$ cat src/rtl/muldiv_seq.sv
`default_nettype none
// ============================================================================
// Module   : muldiv_seq
// Brief    : Multi-cycle RV32M multiply/divide sequencer (shift-add multiply,
//            restoring divide, sign fix-up, one-cycle result strobe).
// Revision : 1.0
// ============================================================================
module muldiv_seq #(
    parameter int WIDTH = 32
) (
    input  logic             i_clk,
    input  logic             i_rst_n,
    input  logic             i_start_EX,
    input  logic [2:0]       i_op_EX,
    input  logic [WIDTH-1:0] i_rd1_EX,
    input  logic [WIDTH-1:0] i_rd2_EX,
    input  logic             i_kill_EX,
    output logic             o_busy_EX,
    output logic             o_valid_EX,
    output logic [WIDTH-1:0] o_result_EX
);

    localparam int                 c_CNT_W    = (WIDTH > 1) ? $clog2(WIDTH) : 1;
    localparam logic [c_CNT_W-1:0] c_CNT_LAST = c_CNT_W'(WIDTH - 1);
    localparam logic [WIDTH-1:0]   c_MIN_NEG  = {1'b1, {(WIDTH-1){1'b0}}};

    localparam logic [1:0] c_S_IDLE = 2'd0;
    localparam logic [1:0] c_S_CALC = 2'd1;
    localparam logic [1:0] c_S_FIX  = 2'd2;
    localparam logic [1:0] c_S_DONE = 2'd3;

    localparam logic [2:0] c_OP_MUL    = 3'd0;
    localparam logic [2:0] c_OP_MULH   = 3'd1;
    localparam logic [2:0] c_OP_MULHSU = 3'd2;
    localparam logic [2:0] c_OP_MULHU  = 3'd3;
    localparam logic [2:0] c_OP_DIV    = 3'd4;
    localparam logic [2:0] c_OP_DIVU   = 3'd5;
    localparam logic [2:0] c_OP_REM    = 3'd6;

    logic [1:0]           state_q,  state_d;
    logic [c_CNT_W-1:0]   cnt_q,    cnt_d;
    logic [2:0]           op_q,     op_d;
    logic                 neg_q,    neg_d;
    logic [2*WIDTH-1:0]   acc_q,    acc_d;
    logic [WIDTH-1:0]     opnd_q,   opnd_d;
    logic [WIDTH-1:0]     result_q, result_d;

    logic                 rs1_signed, rs2_signed;
    logic                 sign1, sign2, start_neg;
    logic [WIDTH-1:0]     mag1, mag2;
    logic                 div_by_zero, div_ovf, fast_path;
    logic [WIDTH-1:0]     fast_result;
    logic                 start_ok;

    logic [WIDTH:0]       mul_sum;
    logic [2*WIDTH-1:0]   mul_step;
    logic [WIDTH:0]       div_diff;
    logic [2*WIDTH-1:0]   div_step;

    logic [2*WIDTH-1:0]   prod_fix;
    logic [WIDTH-1:0]     quot_raw, rem_raw, quot_fix, rem_fix;
    logic [WIDTH-1:0]     fix_result;

    // ------------------------------------------------------------------
    // Operand decode at launch
    // ------------------------------------------------------------------
    always_comb begin
        rs1_signed = 1'b0;
        rs2_signed = 1'b0;
        case (i_op_EX)
            c_OP_MUL, c_OP_MULH, c_OP_DIV, c_OP_REM: begin
                rs1_signed = 1'b1;
                rs2_signed = 1'b1;
            end
            c_OP_MULHSU: rs1_signed = 1'b1;
            default: ;
        endcase
    end

    assign sign1 = rs1_signed & i_rd1_EX[WIDTH-1];
    assign sign2 = rs2_signed & i_rd2_EX[WIDTH-1];
    assign mag1  = sign1 ? -i_rd1_EX : i_rd1_EX;
    assign mag2  = sign2 ? -i_rd2_EX : i_rd2_EX;

    // Remainder takes the dividend's sign; everything else the XOR of both.
    assign start_neg = (i_op_EX[2] && i_op_EX[1]) ? sign1 : (sign1 ^ sign2);

    assign div_by_zero = i_op_EX[2] && (i_rd2_EX == '0);
    assign div_ovf     = i_op_EX[2] && !i_op_EX[0] &&
                         (i_rd1_EX == c_MIN_NEG) && (i_rd2_EX == '1);
    assign fast_path   = div_by_zero || div_ovf;

    always_comb begin
        fast_result = '0;
        if (div_by_zero) begin
            fast_result = i_op_EX[1] ? i_rd1_EX : '1;
        end else if (div_ovf) begin
            fast_result = i_op_EX[1] ? '0 : i_rd1_EX;
        end
    end

    assign start_ok = i_start_EX && !i_kill_EX &&
                      ((state_q == c_S_IDLE) || (state_q == c_S_DONE));

    // ------------------------------------------------------------------
    // One iteration of each datapath
    // ------------------------------------------------------------------
    always_comb begin
        mul_sum  = {1'b0, acc_q[2*WIDTH-1:WIDTH]} +
                   (acc_q[0] ? {1'b0, opnd_q} : {(WIDTH+1){1'b0}});
        mul_step = {mul_sum, acc_q[WIDTH-1:1]};

        // Shifted partial remainder needs one extra bit before the trial subtract.
        div_diff = acc_q[2*WIDTH-1:WIDTH-1] - {1'b0, opnd_q};
        div_step = div_diff[WIDTH] ? {acc_q[2*WIDTH-2:0], 1'b0}
                                   : {div_diff[WIDTH-1:0], acc_q[WIDTH-2:0], 1'b1};
    end

    // ------------------------------------------------------------------
    // Sign correction and result select
    // ------------------------------------------------------------------
    assign quot_raw = acc_q[WIDTH-1:0];
    assign rem_raw  = acc_q[2*WIDTH-1:WIDTH];
    assign prod_fix = neg_q ? -acc_q    : acc_q;
    assign quot_fix = neg_q ? -quot_raw : quot_raw;
    assign rem_fix  = neg_q ? -rem_raw  : rem_raw;

    always_comb begin
        fix_result = rem_fix;
        case (op_q)
            c_OP_MUL:                          fix_result = prod_fix[WIDTH-1:0];
            c_OP_MULH, c_OP_MULHSU, c_OP_MULHU: fix_result = prod_fix[2*WIDTH-1:WIDTH];
            c_OP_DIV, c_OP_DIVU:               fix_result = quot_fix;
            default:                           fix_result = rem_fix;
        endcase
    end

    // ------------------------------------------------------------------
    // FSM: state register
    // ------------------------------------------------------------------
    always_ff @(posedge i_clk or negedge i_rst_n) begin
        if (!i_rst_n) begin
            state_q <= c_S_IDLE;
        end else begin
            state_q <= state_d;
        end
    end

    // FSM: next state
    always_comb begin
        state_d = state_q;
        case (state_q)
            c_S_IDLE, c_S_DONE: begin
                if (i_start_EX) begin
                    state_d = fast_path ? c_S_DONE : c_S_CALC;
                end else begin
                    state_d = c_S_IDLE;
                end
            end
            c_S_CALC: begin
                if (cnt_q == c_CNT_LAST) begin
                    state_d = c_S_FIX;
                end
            end
            c_S_FIX:  state_d = c_S_DONE;
            default:  state_d = c_S_IDLE;
        endcase
        if (i_kill_EX) begin
            state_d = c_S_IDLE;
        end
    end

    // FSM: outputs
    always_comb begin
        o_busy_EX  = (state_q == c_S_CALC) || (state_q == c_S_FIX);
        o_valid_EX = (state_q == c_S_DONE) && !i_kill_EX;
    end

    assign o_result_EX = result_q;

    // ------------------------------------------------------------------
    // Datapath next-state
    // ------------------------------------------------------------------
    always_comb begin
        op_d     = op_q;
        neg_d    = neg_q;
        acc_d    = acc_q;
        opnd_d   = opnd_q;
        cnt_d    = cnt_q;
        result_d = result_q;
        if (i_kill_EX) begin
            cnt_d = '0;
        end else if (start_ok) begin
            op_d  = i_op_EX;
            neg_d = start_neg;
            cnt_d = '0;
            // Divide keeps the dividend in the low half; multiply keeps the multiplier there.
            if (i_op_EX[2]) begin
                acc_d  = {{WIDTH{1'b0}}, mag1};
                opnd_d = mag2;
            end else begin
                acc_d  = {{WIDTH{1'b0}}, mag2};
                opnd_d = mag1;
            end
            if (fast_path) begin
                result_d = fast_result;
            end
        end else if (state_q == c_S_CALC) begin
            acc_d = op_q[2] ? div_step : mul_step;
            cnt_d = (cnt_q == c_CNT_LAST) ? '0 : cnt_q + c_CNT_W'(1);
        end else if (state_q == c_S_FIX) begin
            result_d = fix_result;
        end
    end

    always_ff @(posedge i_clk or negedge i_rst_n) begin
        if (!i_rst_n) begin
            cnt_q    <= '0;
            op_q     <= '0;
            neg_q    <= 1'b0;
            acc_q    <= '0;
            opnd_q   <= '0;
            result_q <= '0;
        end else begin
            cnt_q    <= cnt_d;
            op_q     <= op_d;
            neg_q    <= neg_d;
            acc_q    <= acc_d;
            opnd_q   <= opnd_d;
            result_q <= result_d;
        end
    end

endmodule
`default_nettype wire

$ cat config.mk
export PLATFORM = sky130hd
export DESIGN_NAME = muldiv_seq
export DESIGN_NICKNAME = d
export VERILOG_FILES = /design/src/rtl/muldiv_seq.sv
export SDC_FILE = /design/constraint.sdc
export NUM_CORES = 1
export LEC_CHECK = 0
export ABC_AREA = 1
export CAP_MARGIN = 20
export CORE_AREA = 2 2 270 272
export CTS_BUF_LIST = sky130_fd_sc_hd__clkbuf_2 sky130_fd_sc_hd__clkbuf_4 sky130_fd_sc_hd__clkbuf_8
export CTS_CLUSTER_SIZE = 40
export DETAILED_ROUTE_END_ITERATION = 16
export DIE_AREA = 0 0 272 274
export PLACE_DENSITY = 0.48
export SLEW_MARGIN = 15
export SYNTH_ARGS = -nofsm -noshare
export SYNTH_HDL_FRONTEND = slang
export SYNTH_SLANG_ARGS = --single-unit
$ cat constraint.sdc
create_clock -name i_clk -period 3.5 [get_ports i_clk]
set_input_delay 0.35 -clock i_clk [delete_from_list [all_inputs] [get_ports i_clk]]
set_output_delay 0.35 -clock i_clk [all_outputs]
set_load 0.01 [all_outputs]
After elaboration in Yosys (flattened, before gate mapping)
Index checks and enable logic that the tools add are counted. W data, S select, Z words.

Output and inout bits: 34. Bits in registers: 139. Memory bits (writable): 0. Latch bits: 0. Memories kept: 0. Logic and storage cells: 98. ROM bits: 0.

Reduce and logical (&&, ||, !) cells: 28. Magnitude comparators: 0. $mul: 0. Shift-type cells: 0. $add $sub $neg: 8. Equality and inequality tests: 18. Mux-type cells: 33. Div/mod/pow operators: 0. Bitwise gates (word level): 4.

Operator list (number): $mux W32 (15); $mux W64 (5); $neg A32 Y32 (4); $pmux W32 S3 (1); $eq A32 B32 Y1 const B (2); $neg A64 Y64 (1); $add A32 B32 Y33 (1); $sub A33 B32 Y33 (1); $logic_not A32 Y1 (1); $mux W5 (4); $eq A3 B3 Y1 const B (4); $eq A3 B2 Y1 const B (3); $logic_and A1 B1 Y1 (8); $mux W2 (4); $eq A3 B1 Y1 const B (2); $logic_not A3 Y1 (2); $pmux W2 S3 (1); $add A5 B1 Y5 const B (1); $eq A5 B5 Y1 const B (1); $reduce_or A5 Y1 (1); $eq A2 B2 Y1 const B (2); $ne A2 B2 Y1 const B (2); $reduce_and A2 Y1 (2); $reduce_and A4 Y1 (1); other kinds (14) (22).

Depth between registers and ports, before layout
Gate-level depths: netlist of the first run.

Depth in word-level cells: 9. Mapped depth: 22. Gate-level depth less buffers: 20.

Worst setup path after synthesis of the first run
OpenSTA, ideal clock, no wires.

Path type: reg-to-reg. Start point: register acc_q[0]. End point: register acc_q[59]. Buffers on the path: 2. Slack: 936 ps. Required time: 3382 ps. Period minus slack after synthesis: 2564 ps. Data arrival time: 2446 ps. Stages on the path, launching flop included: 20. Setup time: 118 ps. Cells stage by stage: dfrtp_1 buf_2 clkbuf_1 nand2_1 inv_1 ha_1 inv_1 fa_1 inv_1 nand3_1 nand2_1 nand2_1 nand2_1 inv_1 o21bai_1 nand2_1 nand3_1 nand3_1 nand3_1 nand2_1.

Word-level cells in the longest chain between the ends: 5.

RTL lines: from (decl) (line 44) `logic [2*WIDTH-1:0] acc_q, acc_d;`; from (signal assigned) (line 221) `acc_q <= '0;`; from (signal assigned) (line 228) `acc_q <= acc_d;`; $mux W32 (line 110) `(acc_q[0] ? {1'b0, opnd_q} : {(WIDTH+1){1'b0}});`; $add A32 B32 Y33 (line 109) `mul_sum = {1'b0, acc_q[2*WIDTH-1:WIDTH]} +`; $mux W64 (line 209) `acc_d = op_q[2] ? div_step : mul_step;`; $mux W64 (line 208) `end else if (state_q == c_S_CALC) begin`; $mux W64 (line 193) `end else if (start_ok) begin`.

No other way between the ends. The select of a mux whose other input is x is not followed. A chain may end at the register's enable or synchronous reset.

Final worst setup path of the first run
Start point: register acc_q[31]. End point: register acc_q[47].

Word-level cells in the longest chain between the ends: 5.

RTL lines: $sub A33 B32 Y33 (line 114) `div_diff = acc_q[2*WIDTH-1:WIDTH-1] - {1'b0, opnd_q};`; $mux W64 (line 115) `div_step = div_diff[WIDTH] ? {acc_q[2*WIDTH-2:0], 1'b0}`; $mux W64 (line 209); $mux W64 (line 208); $mux W64 (line 193).

No other way between the ends. The select of a mux whose other input is x is not followed.

==> results.sh, run 1 <==
export IMPL_startpoint_type="flop"
export IMPL_grt_overflow=0
export IMPL_grt_max_degree=95
export IMPL_synth_top_area_frac=0.247
export IMPL_period_needed_ns=3.14
export IMPL_drv_cap=0
export IMPL_yosysMostFrequentCell="nand2_1"
export IMPL_finalMaxSlewViolations=0
export IMPL_fmax_mhz=319
export IMPL_arrival_ns=3.62
export IMPL_setup_violations=0
export IMPL_hold_path_end="op_q[0]"
export IMPL_ys_types=52
export IMPL_hold_viol_final=0
export IMPL_worstRegToRegCells=19
export IMPL_dieArea_sq_um=74500
export IMPL_place_congestion=1.00
export IMPL_syn_inst=3196
export IMPL_htree_levels=4
export IMPL_drt_initial_drc_count=2141
export IMPL_ys_seq_elements=139
export IMPL_finish_instance_area_sq_um=20500
export IMPL_grt_antenna_before_repair=1
export IMPL_cts_post_setup_buffers_inserted=0
export IMPL_multi_input_area_sq_um=12100
export IMPL_power_density_nw_per_um2=1050
export IMPL_final_nets=3431
export IMPL_grt_setup_unrepaired="false"
export IMPL_initial_core_util=0.247
export IMPL_syn_avg_cell_area_sq_um=5.56
export IMPL_io_buffers=104
export IMPL_worstMarginPinSlew_ns=0.952
export IMPL_drc=0
export IMPL_end_kind="flop"
export IMPL_cts_tree="built"
export IMPL_cts_root_buf="clkbuf_8"
export IMPL_row_count=99
export IMPL_outcome="complete, no violations"
export IMPL_synthToLayoutAreaGrowth_pct=15.7
export IMPL_path_class="flop to flop"
export IMPL_synth_commonest_cells="nand2_1, inv_1, nor2_1, nand3_1, dfrtp_1"
export IMPL_power_leakage_nw=10.5
export IMPL_numClockSinks=139
export IMPL_r2r_end="acc_q[47]"
export IMPL_detail_route_wl_per_cell_um=20.5
export IMPL_period_share=0.896
export IMPL_finalSetupTns_ns=0
export IMPL_ant_nets=0
export IMPL_synth_yosys_warnings=0
export IMPL_cp_max_fo=16
export IMPL_power_w=0.0217
export IMPL_min_from="i_op_EX[0]"
export IMPL_ctsLongestPathBuffers=2
export IMPL_vias=21300
export IMPL_routed_via_density=5.00
export IMPL_io_pins=105
export IMPL_clk_pin_slew_ns=0.10
export IMPL_fill_cells=8303
export IMPL_firstDrtPassIters=6
export IMPL_r2r_slack_ns=0.36
export IMPL_cp_required_ns=3.99
export IMPL_worstHoldPathType="primary input to flop"
export IMPL_grt_total_usage=0.233
export IMPL_grt_pass1_wl_mm=131
export IMPL_core_sq_um=72000
export IMPL_r2r_start="acc_q[31]"
export IMPL_wirelength_mm=87.2
export IMPL_num_antenna_cells=0
export IMPL_syn_area_sq_um=17800
export IMPL_relSlewSlack=0.365
export IMPL_synth_area_leaders="nand2_1, dfrtp_1, inv_1, nand3_1, nor2_1"
export IMPL_synth_flop_cell="dfrtp_1"
export IMPL_grt_pass1_vias=20000
export IMPL_ff_latch_area_sq_um=3480
export IMPL_hold_depth=3
export IMPL_ir_drop_mv=0.464
export IMPL_skew_ns=0.0227
export IMPL_dp_hpwl_mm=71.2
export IMPL_drive_gt1_frac=0.0458
export IMPL_layout_cells_non_filler=4256
export IMPL_ys_seq_area_frac=0.196
export IMPL_yosysTopAreaCell="nand2_1"
export IMPL_insertion_delay_ns=0.55
export IMPL_die_h_um=274
export IMPL_placed_area_sq_um=20100
export IMPL_cts_made_buffers=17
export IMPL_async_flop_share=1.00
export IMPL_dp_cells=4223
export IMPL_syn_nets=3343
export IMPL_die_width_um=272
export IMPL_synth_edf_count=0
## cell families (layout without fill, tap and decap cells)
family / after synthesis / in the layout / share of synthesized area
adder cells (fa/ha/maj): 76 / 76 / 0.0544
XOR/XNOR: 85 / 85 / 0.0419
flip-flops: 139 / 139 / 0.196
AO/OA/AOI/OAI: 408 / 408 / 0.138
buffers and inverters: 562 / 663 / 0.124
AND/OR/NAND/NOR: 1926 / 1926 / 0.446
## cell usage in the layout, fill, tap and decap left out, types with 3 or more instances in the layout
master	count
o21ai_0	130
clkbuf_8	19
buf_4	65
nand3_1	294
clkinv_4	3
nor3_1	22
and2_1	5
a21o_1	6
nor4_1	6
clkdlybuf4s50_1	103
nor2_1	342
xnor2_1	20
a21oi_1	120
or2_2	7
a22oi_1	22
nand4_1	47
nand2_2	6
buf_12	4
nand3b_1	9
o21a_1	8
dfrtp_1	137
inv_1	444
o22ai_1	4
nand3_2	4
xor2_1	65
o21bai_1	6
nand2_1	1168
o21ai_1	12
nor2_4	3
o221ai_1	10
ha_1	74
inv_6	3
nor2_2	8
inv_2	10
a221oi_1	18
o211ai_1	57
## report_power, final
| group | internal (W) | total [W] | switching, W |
|---|---|---|---|
| combinational | 0.00513 | 0.0167 | 0.0116 |
| sequential | 0.00232 | 0.00345 | 0.00113 |
| clock | 0.000688 | 0.00149 | 0.000804 |
## sequential cells by signal, summed over array words and instances, names as in the netlist
signal,cells
neg_q,1
state_q,2
acc_q,64
cnt_q,5
opnd_q,32
op_q,3
o_result_EX,32
## worst max path at each step
stage	startpoint	endpoint	slack [ns]	depth (start not counted)
3_3_place_gp	acc_q[31]	acc_q[43]	0.38	19
2_1_floorplan	acc_q[0]	acc_q[59]	0.94	19
3_5_place_dp	acc_q[31]	acc_q[47]	0.35	19
5_1_grt	acc_q[31]	acc_q[43]	0.03	19
6_report	acc_q[31]	acc_q[47]	0.36	19
4_1_cts	acc_q[31]	acc_q[39]	0.34	19
## final cells by class
| cell class | count | area share |
|---|---|---|
| clock buffer | 19 | 0.0127 |
| clock inverter | 13 | 0.00780 |
| inverter | 457 | 0.0836 |
| multi-input combinational | 2495 | 0.589 |
| sequential | 139 | 0.169 |
| tap | 959 | 0.0584 |
| timing repair buffer | 174 | 0.0789 |
## worst max-delay path: stages, from the launching register on
cell and delay, ns:
dfrtp_1 0.45, inv_1 0.16, ha_1 0.26, fa_1 0.42
inv_1 0.12, nand2_1 0.06, nand2_1 0.07, nand3_1 0.08
nand2_2 0.13, nand2_1 0.08, nand2_2 0.08, nand2_1 0.08
nand2_1 0.08, nand2_1 0.05, nand2_1 0.31, buf_4 0.31
nand2_1 0.07, nand3_1 0.10, nand3_1 0.08, nand2_1 0.08
## what timing repair did
| action | in CTS | in global routing |
|---|---|---|
| hold buffers | 1 | 0 |
| endpoints found under the hold margin | 78 | 0 |
| resized for setup | 0 | 0 |
## metal layers
layer	part of all wire	vias to the layer above	global-route usage
met4	0.047	2	0.102
met1	0.44	9872	0.315
met2	0.43	878	0.362
li1	-	10400	-
met5	0.000092	-	0
met3	0.075	172	0.0419
## per-stage QoR
step	setup WS, ns	hold WS, ns	util
floorplan	0.936	0.0544	-
global placement	0.381	0.464	0.279
detailed placement	0.352	0.464	0.279
CTS	0.343	0.432	0.285
global route	0.0324	0.488	0.285
finish	0.364	0.463	0.285
Note: power is estimated with default switching activity, not from simulation.
==> run 2, diff against run 1 <==
- CAP_MARGIN: 20 -> 40
==> results.sh, run 2 (synthesis results as in run 1) <==
export IMPL_grt_overflow=0
export IMPL_ant_nets=0
export IMPL_setup_violations=0
export IMPL_clock_power_share=0.071
export IMPL_worstRegToRegCells=19
export IMPL_ir_drop_mv=0.462
export IMPL_p_switching_w=0.0136
export IMPL_hold_viol_final=0
export IMPL_path_class="flop to flop"
export IMPL_grt_total_usage=0.233
export IMPL_insertion_delay_ns=0.56
export IMPL_fill_cells=8229
export IMPL_power_density_nw_per_um2=1060
export IMPL_r2r_slack_ns=0.29
export IMPL_synthToLayoutAreaGrowth_pct=15.9
export IMPL_sequentialPowerShare=0.159
export IMPL_cts_made_buffers=17
export IMPL_place_congestion=1.00
export IMPL_period_needed_ns=3.21
export IMPL_grt_setup_unrepaired="false"
export IMPL_grt_pass1_vias=19900
export IMPL_routed_via_density=5.00
export IMPL_dp_cells=4224
export IMPL_io_pins=105
export IMPL_detail_route_wl_per_cell_um=20.6
export IMPL_skew_ns=0.0231
export IMPL_r2r_end="acc_q[43]"
export IMPL_p_int_w=0.00819
export IMPL_final_nets=3432
export IMPL_drive_gt1_frac=0.0458
export IMPL_startpoint_type="flop"
export IMPL_initial_core_util=0.247
export IMPL_wirelength_mm=87.5
export IMPL_cp_max_fo=16
export IMPL_outcome="complete, no violations"
export IMPL_drc=0
export IMPL_dieArea_sq_um=74500
export IMPL_end_kind="flop"
export IMPL_io_buffers=104
export IMPL_clk_pin_slew_ns=0.10
export IMPL_grt_pass1_wl_mm=130
export IMPL_finalSetupTns_ns=0
export IMPL_row_count=99
export IMPL_r2r_start="acc_q[31]"
export IMPL_numClockSinks=139
export IMPL_finalMaxSlewViolations=0
export IMPL_period_share=0.916
export IMPL_drv_cap=0
export IMPL_cpMostUsedCell="nand2_1"
export IMPL_htree_levels=4
export IMPL_cp_required_ns=4.01
export IMPL_crit_chain="inv_1 -> ha_1 -> fa_1 -> inv_1 -> nand2_1 -> nand2_1 -> nand3_1 -> nand2_2 -> nand2_1 -> nand2_2 -> nand2_1 -> nand2_1 -> nand2_1 -> nand2_1 -> buf_4 -> nand2_1 -> nand3_1 -> nand3_1 -> nand2_1"
export IMPL_final_common_cell="nand2_1"
export IMPL_cts_tree="built"
export IMPL_fmax_mhz=312
export IMPL_worstHoldPathType="primary input to async pin"
export IMPL_drt_initial_drc_count=2396
export IMPL_firstDrtPassIters=6
export IMPL_final_cell_mix="nand2_1, inv_1, nor2_1"
export IMPL_critPathMaxStageDelay_ns=0.45
export IMPL_dp_hpwl_mm=71.3
export IMPL_power_frac_comb=0.770
export IMPL_swShare=0.623
export IMPL_layout_cells_non_filler=4256
export IMPL_arrival_ns=3.71
export IMPL_num_antenna_cells=0
export IMPL_critical_path_slowest_cell="dfrtp_1"
export IMPL_grt_antenna_before_repair=0
export IMPL_die_width_um=272
export IMPL_core_sq_um=72000
export IMPL_top_register="acc_q"
export IMPL_worstMarginPinSlew_ns=0.857
export IMPL_largest_reg_flops=64
export IMPL_power_leakage_nw=10.5
export IMPL_cts_root_buf="clkbuf_8"
export IMPL_vias=21300
export IMPL_die_h_um=274
export IMPL_relSlewSlack=0.428
export IMPL_ctsLongestPathBuffers=2
export IMPL_grt_max_degree=95
run 2: changes by cell type in the layout (fill, tap and decap cells not counted), sizes merged:
cell	previous run	this run
clkinvlp	2	1
clkbuf	19	18
bufinv	2	3
buf	70	71
run 2: metal layers:
layer | GRT usage | wire, um | vias to the layer above
met3 | 0.0433 | 6550 | 151
li1 | - | - | 10400
met2 | 0.361 | 38000 | 897
met5 | 0 | 0 | -
met1 | 0.315 | 38900 | 9849
met4 | 0.102 | 4040 | 0
run 2: layout make-up:
type	instances	area, sq um	area share
Clock inverter	13	186	0.00906
Sequential cell	139	3480	0.169
Inverter	457	1720	0.0834
Tap cell	959	1200	0.0583
Timing Repair Buffer	175	1650	0.0801
Clock buffer	18	248	0.0120
Multi-Input combinational cell	2495	12100	0.588
run 2: power groups by stage:
stage	clock, W	combinational (W)	sequential, W
2_1_floorplan	0	0.0104	0.00305
3_3_place_gp	0	0.0164	0.00344
3_5_place_dp	0	0.0163	0.00343
4_1_cts	0.00158	0.0164	0.00341
5_1_grt	0.00164	0.0185	0.00349
6_report	0.00155	0.0167	0.00345
run 2: how the worst max path moves through the flow:
stage / cells after the start / slack [ns] / to / start
after floorplan: 19 / 0.94 / acc_q[59] / acc_q[0]
after global placement: 19 / 0.38 / acc_q[43] / acc_q[31]
after detailed placement: 19 / 0.36 / acc_q[47] / acc_q[31]
after CTS: 19 / 0.34 / acc_q[49] / acc_q[31]
after global routing: 19 / 0.005 / acc_q[43] / acc_q[31]
final: 19 / 0.29 / acc_q[43] / acc_q[31]
run 2: repair_timing:
| action | 4_1_cts | 5_1_grt |
|---|---|---|
| resized for setup | 0 | 0 |
| setup buffers | 0 | 0 |
| hold buffers | 1 | 0 |
| hold endpoints to repair | 119 | 0 |
run 2: worst max-delay path: cells and delay by family (launching register included):
kind / cells / cell delay, ns
and+or+nand+nor: 14 / 1.43
adders and majority gates: 2 / 0.68
buffers and inverters: 3 / 0.61
DFF: 1 / 0.45
run 2: stage by stage:
| step | hold slack (ns) | total power, W | util | setup slack, ns | instance area, sq um |
|---|---|---|---|---|---|
| after floorplan | 0.0544 | 0.0135 | - | 0.936 | 17800 |
| after global placement | 0.464 | 0.0199 | 0.279 | 0.381 | 20100 |
| final | 0.182 | 0.0217 | 0.286 | 0.293 | 20600 |
| after CTS | 0.170 | 0.0214 | 0.286 | 0.345 | 20600 |
| after detailed placement | 0.177 | 0.0198 | 0.280 | 0.358 | 20100 |
| after global routing | 0.209 | 0.0236 | 0.286 | 0.00451 | 20600 |
